--- src/rtl/mem_port_arbiter_pkg.sv ---
// riscv_mem_pkg: shared types and sizes for the BRAM port-B arbiter.
package riscv_mem_pkg;
    localparam int MEM_AW = 13;
    localparam int MEM_DW = 32;
    localparam int MEM_RD_LAT = 2;
    typedef enum logic {OWN_ARB, OWN_LOCK_M1} arb_state_e;
    typedef enum logic {MST_CORE, MST_LOADER} mst_id_e;
    typedef struct packed {logic valid; mst_id_e id;} rd_tag_t;
endpackage

--- src/rtl/mem_port_arbiter_if.sv ---
// mem_port_arbiter_if: core (m0), loader (m1) and memory port-B signals.
interface mem_port_arbiter_if import riscv_mem_pkg::*; #(
    parameter int AW = MEM_AW,
    parameter int DW = MEM_DW
);
    logic          m0_req_i;
    logic [3:0]    m0_we_i;
    logic [AW-1:0] m0_addr_i;
    logic [DW-1:0] m0_wdata_i;
    logic          m0_gnt_o;
    logic          m0_rvalid_o;
    logic [DW-1:0] m0_rdata_o;
    logic          m0_stall_o;
    logic          m1_req_i;
    logic [3:0]    m1_we_i;
    logic [AW-1:0] m1_addr_i;
    logic [DW-1:0] m1_wdata_i;
    logic          m1_gnt_o;
    logic          m1_rvalid_o;
    logic [DW-1:0] m1_rdata_o;
    logic          m1_lock_i;
    logic          mem_en_o;
    logic [3:0]    mem_we_o;
    logic [AW-1:0] mem_addr_o;
    logic [DW-1:0] mem_din_o;
    logic [DW-1:0] mem_dout_i;
    modport slave (
        input  m0_req_i, m0_we_i, m0_addr_i, m0_wdata_i,
        input  m1_req_i, m1_we_i, m1_addr_i, m1_wdata_i, m1_lock_i, mem_dout_i,
        output m0_gnt_o, m0_rvalid_o, m0_rdata_o, m0_stall_o,
        output m1_gnt_o, m1_rvalid_o, m1_rdata_o,
        output mem_en_o, mem_we_o, mem_addr_o, mem_din_o
    );
    modport master (
        output m0_req_i, m0_we_i, m0_addr_i, m0_wdata_i,
        output m1_req_i, m1_we_i, m1_addr_i, m1_wdata_i, m1_lock_i, mem_dout_i,
        input  m0_gnt_o, m0_rvalid_o, m0_rdata_o, m0_stall_o,
        input  m1_gnt_o, m1_rvalid_o, m1_rdata_o,
        input  mem_en_o, mem_we_o, mem_addr_o, mem_din_o
    );
endinterface

--- src/rtl/mem_port_arbiter_rd_tag_pipe.sv ---
// rd_tag_pipe: LAT-deep shift register carrying read tags through the BRAM latency.
module rd_tag_pipe import riscv_mem_pkg::*; #(
    parameter int LAT = MEM_RD_LAT
) (
    input  logic    clk_i,
    input  logic    rst_i,
    input  rd_tag_t i_tag,
    output rd_tag_t o_tag
);
    rd_tag_t r_pipe [LAT];
    always_ff @(posedge clk_i) begin
        if (rst_i) begin
            for (int k = 0; k < LAT; k++) r_pipe[k] <= '0;
        end else begin
            r_pipe[0] <= i_tag;
            for (int k = 1; k < LAT; k++) r_pipe[k] <= r_pipe[k-1];
        end
    end
    assign o_tag = r_pipe[LAT-1];
endmodule

--- src/rtl/mem_port_arbiter.sv ---
// mem_port_arbiter: shares BRAM port B between core (m0) and loader (m1), routing reads back.
// Optional ARB_ROUND_ROBIN_EN: alternate grants on ties instead of fixed m0 > m1 priority.
module mem_port_arbiter import riscv_mem_pkg::*; #(
    parameter int RD_LAT = MEM_RD_LAT
) (
    input  logic               clk_i,
    input  logic               rst_i,
    mem_port_arbiter_if.slave  io_bus
);
    arb_state_e      r_state, w_state_nxt;
    logic            w_lock_act, w_m0_wins, w_gnt0, w_gnt1, w_ret0, w_ret1;
    rd_tag_t         w_tag_in, w_tag_out;
    logic [MEM_DW-1:0] r_rdata0, r_rdata1;
`ifdef ARB_ROUND_ROBIN_EN
    mst_id_e r_last;
    always_ff @(posedge clk_i) begin
        if (rst_i) r_last <= MST_LOADER;
        else if (w_gnt0 || w_gnt1) r_last <= w_gnt1 ? MST_LOADER : MST_CORE;
    end
    assign w_m0_wins = r_last == MST_LOADER;
`else
    assign w_m0_wins = 1'b1;
`endif
    always_ff @(posedge clk_i) begin
        if (rst_i) r_state <= OWN_ARB;
        else r_state <= w_state_nxt;
    end
    // A lock-holding cycle with m1_lock_i low is already arbitrated as ARB.
    always_comb begin
        w_lock_act  = r_state == OWN_LOCK_M1 && io_bus.m1_lock_i;
        w_gnt0      = !rst_i && !w_lock_act && io_bus.m0_req_i && (!io_bus.m1_req_i || w_m0_wins);
        w_gnt1      = !rst_i && io_bus.m1_req_i && !w_gnt0;
        w_state_nxt = io_bus.m1_lock_i && (r_state == OWN_LOCK_M1 || w_gnt1) ? OWN_LOCK_M1 : OWN_ARB;
    end
    assign io_bus.m0_gnt_o   = w_gnt0;
    assign io_bus.m1_gnt_o   = w_gnt1;
    assign io_bus.m0_stall_o = io_bus.m0_req_i && !w_gnt0;
    assign io_bus.mem_en_o   = w_gnt0 || w_gnt1;
    assign io_bus.mem_we_o   = w_gnt0 ? io_bus.m0_we_i : w_gnt1 ? io_bus.m1_we_i : 4'b0;
    assign io_bus.mem_addr_o = w_gnt1 ? io_bus.m1_addr_i : io_bus.m0_addr_i;
    assign io_bus.mem_din_o  = w_gnt1 ? io_bus.m1_wdata_i : io_bus.m0_wdata_i;
    assign w_tag_in = '{valid: (w_gnt0 && io_bus.m0_we_i == 4'b0) || (w_gnt1 && io_bus.m1_we_i == 4'b0),
                        id: w_gnt1 ? MST_LOADER : MST_CORE};
    rd_tag_pipe #(.LAT(RD_LAT)) u_tags (
        .clk_i (clk_i),
        .rst_i (rst_i),
        .i_tag (w_tag_in),
        .o_tag (w_tag_out)
    );
    assign w_ret0 = !rst_i && w_tag_out.valid && w_tag_out.id == MST_CORE;
    assign w_ret1 = !rst_i && w_tag_out.valid && w_tag_out.id == MST_LOADER;
    assign io_bus.m0_rvalid_o = w_ret0;
    assign io_bus.m1_rvalid_o = w_ret1;
    assign io_bus.m0_rdata_o  = w_ret0 ? io_bus.mem_dout_i : r_rdata0;
    assign io_bus.m1_rdata_o  = w_ret1 ? io_bus.mem_dout_i : r_rdata1;
    always_ff @(posedge clk_i) begin
        if (rst_i) begin
            r_rdata0 <= '0;
            r_rdata1 <= '0;
        end else begin
            if (w_ret0) r_rdata0 <= io_bus.mem_dout_i;
            if (w_ret1) r_rdata1 <= io_bus.mem_dout_i;
        end
    end
endmodule
--- src/flat_wrapper.sv ---
// flat-port wrapper written by rule: the top's interface ports become plain ports
module mem_port_arbiter_flat import riscv_mem_pkg::*;
#(
    parameter int RD_LAT = MEM_RD_LAT
)
  (clk_i, rst_i, io_bus_m0_req_i, io_bus_m0_we_i, io_bus_m0_addr_i, io_bus_m0_wdata_i, io_bus_m1_req_i, io_bus_m1_we_i, io_bus_m1_addr_i, io_bus_m1_wdata_i, io_bus_m1_lock_i, io_bus_mem_dout_i, io_bus_m0_gnt_o, io_bus_m0_rvalid_o, io_bus_m0_rdata_o, io_bus_m0_stall_o, io_bus_m1_gnt_o, io_bus_m1_rvalid_o, io_bus_m1_rdata_o, io_bus_mem_en_o, io_bus_mem_we_o, io_bus_mem_addr_o, io_bus_mem_din_o);
  mem_port_arbiter_if io_bus_i ();
  input  logic clk_i;
  input  logic rst_i;
  input wire logic [$bits(io_bus_i.m0_req_i)-1:0] io_bus_m0_req_i;
  input wire logic [$bits(io_bus_i.m0_we_i)-1:0] io_bus_m0_we_i;
  input wire logic [$bits(io_bus_i.m0_addr_i)-1:0] io_bus_m0_addr_i;
  input wire logic [$bits(io_bus_i.m0_wdata_i)-1:0] io_bus_m0_wdata_i;
  input wire logic [$bits(io_bus_i.m1_req_i)-1:0] io_bus_m1_req_i;
  input wire logic [$bits(io_bus_i.m1_we_i)-1:0] io_bus_m1_we_i;
  input wire logic [$bits(io_bus_i.m1_addr_i)-1:0] io_bus_m1_addr_i;
  input wire logic [$bits(io_bus_i.m1_wdata_i)-1:0] io_bus_m1_wdata_i;
  input wire logic [$bits(io_bus_i.m1_lock_i)-1:0] io_bus_m1_lock_i;
  input wire logic [$bits(io_bus_i.mem_dout_i)-1:0] io_bus_mem_dout_i;
  output wire logic [$bits(io_bus_i.m0_gnt_o)-1:0] io_bus_m0_gnt_o;
  output wire logic [$bits(io_bus_i.m0_rvalid_o)-1:0] io_bus_m0_rvalid_o;
  output wire logic [$bits(io_bus_i.m0_rdata_o)-1:0] io_bus_m0_rdata_o;
  output wire logic [$bits(io_bus_i.m0_stall_o)-1:0] io_bus_m0_stall_o;
  output wire logic [$bits(io_bus_i.m1_gnt_o)-1:0] io_bus_m1_gnt_o;
  output wire logic [$bits(io_bus_i.m1_rvalid_o)-1:0] io_bus_m1_rvalid_o;
  output wire logic [$bits(io_bus_i.m1_rdata_o)-1:0] io_bus_m1_rdata_o;
  output wire logic [$bits(io_bus_i.mem_en_o)-1:0] io_bus_mem_en_o;
  output wire logic [$bits(io_bus_i.mem_we_o)-1:0] io_bus_mem_we_o;
  output wire logic [$bits(io_bus_i.mem_addr_o)-1:0] io_bus_mem_addr_o;
  output wire logic [$bits(io_bus_i.mem_din_o)-1:0] io_bus_mem_din_o;
  assign io_bus_i.m0_req_i = io_bus_m0_req_i;
  assign io_bus_i.m0_we_i = io_bus_m0_we_i;
  assign io_bus_i.m0_addr_i = io_bus_m0_addr_i;
  assign io_bus_i.m0_wdata_i = io_bus_m0_wdata_i;
  assign io_bus_i.m1_req_i = io_bus_m1_req_i;
  assign io_bus_i.m1_we_i = io_bus_m1_we_i;
  assign io_bus_i.m1_addr_i = io_bus_m1_addr_i;
  assign io_bus_i.m1_wdata_i = io_bus_m1_wdata_i;
  assign io_bus_i.m1_lock_i = io_bus_m1_lock_i;
  assign io_bus_i.mem_dout_i = io_bus_mem_dout_i;
  assign io_bus_m0_gnt_o = io_bus_i.m0_gnt_o;
  assign io_bus_m0_rvalid_o = io_bus_i.m0_rvalid_o;
  assign io_bus_m0_rdata_o = io_bus_i.m0_rdata_o;
  assign io_bus_m0_stall_o = io_bus_i.m0_stall_o;
  assign io_bus_m1_gnt_o = io_bus_i.m1_gnt_o;
  assign io_bus_m1_rvalid_o = io_bus_i.m1_rvalid_o;
  assign io_bus_m1_rdata_o = io_bus_i.m1_rdata_o;
  assign io_bus_mem_en_o = io_bus_i.mem_en_o;
  assign io_bus_mem_we_o = io_bus_i.mem_we_o;
  assign io_bus_mem_addr_o = io_bus_i.mem_addr_o;
  assign io_bus_mem_din_o = io_bus_i.mem_din_o;
  mem_port_arbiter #(.RD_LAT(RD_LAT)) u_core (.clk_i(clk_i), .rst_i(rst_i), .io_bus(io_bus_i));
endmodule
--- config.mk ---
export PLATFORM = sky130hd
export DESIGN_NAME = mem_port_arbiter_flat
export DESIGN_NICKNAME = d
export VERILOG_FILES = /design/src/rtl/mem_port_arbiter_pkg.sv /design/src/rtl/mem_port_arbiter_if.sv /design/src/rtl/mem_port_arbiter_rd_tag_pipe.sv /design/src/rtl/mem_port_arbiter.sv /design/src/flat_wrapper.sv
export SDC_FILE = /design/constraint.sdc
export NUM_CORES = 1
export LEC_CHECK = 0
export CAP_MARGIN = 5
export CELL_PAD_IN_SITES_DETAIL_PLACEMENT = 0
export CELL_PAD_IN_SITES_GLOBAL_PLACEMENT = 1
export CORE_MARGIN = 1
export CORE_UTILIZATION = 22
export CTS_CLUSTER_SIZE = 28
export DETAILED_ROUTE_END_ITERATION = 8
export PLACE_DENSITY_LB_ADDON = 0.1
export SYNTH_ARGS = -nofsm -noshare
export SYNTH_HDL_FRONTEND = slang
export SYNTH_SLANG_ARGS = --single-unit
--- constraint.sdc ---
create_clock -name clk_i -period 1.6 [get_ports clk_i]
set_clock_uncertainty 0.05 [all_clocks]
set_input_delay 0.32 -clock clk_i [delete_from_list [all_inputs] [get_ports clk_i]]
set_output_delay 0.32 -clock clk_i [all_outputs]
set_load 0.02 [all_outputs]
==> results.cfg, run 1 <==
[status]
status = finished, violations left
violations = negative setup slack

[setup_path]
r2r_slack_ns = 0
crit_path_max_incr_delay_ns = 0.35
arrival_ns = 1.74
start_kind = flip-flop
worstSetupEndpointType = output pin
r2r_end = u_core.r_rdata0[7]
required_ns = 1.23
cp_slowest_cell = dfxtp_2
crit_type = reg2out
rr_worst_depth = 6
r2r-start = u_core.u_tags.r_pipe[0][2]
path_common_cell = buf_6
cp-endpoint = io_bus_mem_din_o[17]
critPathLaunch = u_core.r_state
crit_fanout = 7
crit_chain = nand2_4, a21oi_4, buf_6, buf_6, buf_12, mux2_4, buf_6

[global_route]
grt_max_degree = 46
grt_pass1_wl_um = 20100
track_usage_pct = 16.6
antenna_found_initial = 3
gr-total-overflow = 0
grt_pass1_vias = 3622

[timing]
period_share_pct = 132
fin_ws_ns = -0.505
max_clock_freq_mhz = 475
tns_ns = -50.88
relSlewSlack_pct = 79.9
report.final.slew_viol_count = 0
setup_viol = 119
rsz0062_at_grt = true
period_needed_ns = 2.11
finalHoldViolCount = 0
worst_pin_slew_ns = 0.298

[clock_network]
clock_sinks = 69
numCtsBuffers = 9
cts.htree.levels = 3
root_buffer = clkbuf_16
cts_tree = yes
hold_buffers = 0
clkTransAtPathRegs_ns = 0.06
clk_path_buf_depth = 2
clk_latency_ns = 0.33

[drt]
via_count = 3346
drc = 0
drtPass1Iterations = 4
antenna_left = 0
routed_wl_um = 13400
dr.first_iter.drc_count = 99
wl_per_cell_um = 16.5
viasPerCell = 4.12

[synth]
ys_types = 25
yosys_warnings = 0
synthCells = 286
ys_ff_latch = 69
synth_seq_area_share_pct = 40.0
synth_enable_flop_cells = 0
yosys.area.top_type = dfxtp_1
synthFlopType = dfxtp_1
synthArstFlopShare_pct = 0
netlist_top_cells_count = dfxtp_1, mux2_2, and2_1
synth.net_count = 421
synth.area.top_cells = dfxtp_1, mux2_2, mux2_4
avgSynthCellArea_um2 = 12.1
synth_top_area_share_pct = 40.0
netlist_area_mm2 = 0.00345

[die]
core-area_mm2 = 0.0153
ios = 254
dieArea_mm2 = 0.0162
fp-row-count = 45
fp.dieH_um = 127
die_x_um = 127
initial_utilization_pct = 22.6

[placement]
hpwlAfterDp_um = 9270
gp_congestion = 0.753
io_buffers = 253
dpl_worst_slack_ns = -1.18

[final_layout]
areaGrowthSynthToFinish_pct = 124
finalNetCount = 729
drive_gt1_share_pct = 54.4
num-fill-cells = 1397

[pwr]
powerDensity_mw_per_mm2 = 605
p_leak_nw = 3.53
p_total_mw = 4.68
max-vdd-ir-drop_mv = 0.408

[hold_path]
hp-start = u_core.u_tags.r_pipe[0][1]
min_path_type = reg2reg

[job]
drv_cap = 0
## flip-flops by register name, indices dropped and copies added (netlist names)
signal,flops
u_core.r_rdata0,32
u_core.r_rdata1,32
u_core.r_state,1
u_core.u_tags.r_pipe,4
## cells by family (layout without fill, tap and decap cells)
| kind of cell | count (synthesis) | count (layout) | share of synthesized area (%) |
|---|---|---|---|
| AOI/OAI and AO/OA | 9 | 9 | 2.25 |
| other | 0 | 3 | 0 |
| buffers and inverters | 22 | 335 | 4.24 |
| muxes | 109 | 109 | 38.7 |
| and+or+nand+nor | 77 | 77 | 14.8 |
| DFF | 69 | 69 | 40.0 |
## final cells by class
class,instances,area (um^2),share of cell area (%)
diodes,3,7.51,0.0971
clock buffers,13,260,3.36
clock inverters,3,20.0,0.259
inverters,3,11.3,0.146
multi-input cells,195,2230,28.9
flip-flops and latches,69,1390,17.9
well taps,211,264,3.41
repair buffers,316,3550,46.0
## through the flow
step           instance area, um^2  hold slack, ns  std cells  utilization (%)
2_1_floorplan                 3480           0.360        286                -
3_3_place_gp                  6390           0.365        755             41.9
3_5_place_dp                  6390           0.372        755             41.9
4_1_cts                       7490           0.385        806             49.1
5_1_grt                       7730           0.410        812             50.7
6_report                      7730           0.381        813             50.7
## report_power, final
group / internal [mW] / switching, mW / total, mW
registers: 1.73 / 0.00247 / 1.73
clock network: 1.13 / 0.724 / 1.86
logic: 0.705 / 0.391 / 1.10
## placed cells by master, fill, tap and decap left out, drive strengths merged, types with 2 or more instances in the layout
cell           count
clkinvlp           2
and2              65
nand2b             2
clkbuf            14
buf              181
inv                3
a22o               3
dlygate4sd2        3
clkdlybuf4s50    130
and2b              2
diode              3
dfxtp             69
a21oi              3
mux2             109
nor4               2
## metal layers
metal,track usage (%),share of wire [%]
met1,17.6,38
met2,30.4,52
met3,5.95,8.7
met4,5.46,1.4
met5,0,0
## critical path, delay by kind of cell, from the launching register on
kind	cells	cell delay (ns)
AO/OA/AOI/OAI	1	0.16
buffers and inverters	4	0.51
multiplexers	1	0.31
flip-flops	1	0.35
AND/OR/NAND/NOR	1	0.06
## worst min-delay path by stage
stage / end / depth (start not counted)
final: u_core.u_tags.r_pipe[0][3] / 1
after global routing: u_core.u_tags.r_pipe[0][3] / 1
after CTS: u_core.u_tags.r_pipe[0][3] / 1
after detailed placement: u_core.u_tags.r_pipe[0][3] / 1
after global placement: u_core.u_tags.r_pipe[0][3] / 1
after floorplan: u_core.u_tags.r_pipe[0][0] / 1
## timing repair
action                                 4_1_cts  5_1_grt
pin swaps                                    6        6
setup endpoints to repair                  182      134
endpoints found under the hold margin        0        0
buffers inserted                            25        7
gates resized for setup                    768       68
cloned                                      10        1
(Power assumes the default switching activity.)
==> run 2: changes to the inputs <==
Settings changed: MAX_ROUTING_LAYER set to met4, SKIP_CTS_REPAIR_TIMING set to 1.
==> results.cfg, run 2 (synthesis results as in run 1) <==
[status]
status = finished, violations left
violations = negative setup slack

[drt]
drtPass1Iterations = 3
drc = 0
via_count = 3315
antenna_left = 0
viasPerCell = 4.09
dr.first_iter.drc_count = 109
routed_wl_um = 13300
wl_per_cell_um = 16.4

[global_route]
track_usage_pct = 15.2
globalRouteMet3Util_pct = 5.70
grt_pass1_vias = 3432
globalRouteMet1Util_pct = 15.4
busiest_layer = met2
gr-total-overflow = 0
use_met2_pct = 26.8
antenna_found_initial = 3
grt_pass1_wl_um = 17900
grt_max_degree = 46

[timing]
whs_ns = 0.354
finalHoldViolCount = 0
max_clock_freq_mhz = 460
tns_ns = -50.05
fin_ws_ns = -0.575
period_share_pct = 136
report.final.slew_viol_count = 0
rsz0062_at_grt = true
period_needed_ns = 2.17
worst_pin_slew_ns = 0.298
setup_viol = 120
relSlewSlack_pct = 79.9

[die]
fp-row-count = 45
core-area_mm2 = 0.0153
fp.dieH_um = 127
initial_utilization_pct = 22.6
dieArea_mm2 = 0.0162
die_x_um = 127
ios = 254

[final_layout]
stdcell_area_mm2 = 0.00742
fin_cells = 811
layout_common_cells = clkdlybuf4s50_1, buf_6, mux2_4
reg.largest.list = u_core.r_rdata0: 32 flops, u_core.r_rdata1: 32 flops, u_core.u_tags.r_pipe: 4 flops
areaGrowthSynthToFinish_pct = 115
fin_util_pct = 48.6
drive_gt1_share_pct = 53.4
final_common_cell = clkdlybuf4s50_1
finalNetCount = 727

[setup_path]
crit_fanout = 6
start_kind = flip-flop
crit_type = reg2out
arrival_ns = 1.80
worstSetupEndpointType = output pin
required_ns = 1.23

[placement]
placed_area_mm2 = 0.00639
io_buffers = 253
hpwlAfterDp_um = 9270
dpl_worst_slack_ns = -1.18
gp_congestion = 0.763
placed_cells_incl_taps = 755

[hold_path]
min_path_type = in2reg

[clock_network]
root_buffer = clkbuf_16
clk_path_buf_depth = 2
clk_latency_ns = 0.33
clkTransAtPathRegs_ns = 0.06
cts.htree.levels = 3
cts_tree = yes
numCtsBuffers = 9
clock_sinks = 69

[pwr]
p_total_mw = 4.66
powerDensity_mw_per_mm2 = 627
max-vdd-ir-drop_mv = 0.415
p_leak_nw = 3.46

[job]
drv_cap = 0
[run 2: cell count changes in the layout (fill, tap and decap cells not counted), moves of 2 or more]
cell	before	now
buf_6	135	103
buf_8	7	2
buf_2	0	16
dlymetal6s2s_1	0	4
buf_12	9	11
dlygate4sd2_1	3	0
buf_4	22	27
buf_16	8	0
clkbuf_16	10	16
mux2_4	92	84
clkbuf_2	0	14
mux2_2	17	24
[run 2: area by class of cell]
class | instances | area, um^2
multi-input cells | 195 | 2180
inverters | 3 | 11.3
clock buffers | 13 | 260
well taps | 211 | 264
flip-flops and latches | 69 | 1390
diodes | 3 | 7.51
repair buffers | 314 | 3290
clock inverters | 3 | 20.0
fillers | 1435 | 7840
[run 2: worst max-delay path, cell delays in order (launching register included)]
cell and delay (ns):
dfxtp_2 0.33, nor3b_4 0.23, buf_6 0.14, clkbuf_16 0.12, buf_12 0.12, buf_6 0.10
mux2_4 0.30, buf_6 0.13
[run 2: where the power goes]
| part | internal, mW | switching (mW) | total (mW) |
|---|---|---|---|
| combinational | 0.687 | 0.385 | 1.07 |
| clock | 1.13 | 0.726 | 1.86 |
| sequential | 1.73 | 0.00235 | 1.73 |
[run 2: final timing paths]
path	from	end	slack (ns)	depth (start not counted)
worst max-delay path	u_core.u_tags.r_pipe[0][2]	io_bus_m0_rdata_o[1]	-0.57	7
worst max register to register	u_core.u_tags.r_pipe[0][2]	u_core.r_rdata0[7]	-0.06	7
worst min-delay path	io_bus_m0_req_i	u_core.u_tags.r_pipe[0][0]	0.35	3
worst min register to register	u_core.u_tags.r_pipe[0][1]	u_core.u_tags.r_pipe[0][3]	0.38	1
[run 2: metal layers]
layer	share of wire [%]	vias up
met1	39	1557
li1	-	1600
met5	0	-
met2	52	147
met4	1.3	0
met3	8.0	11
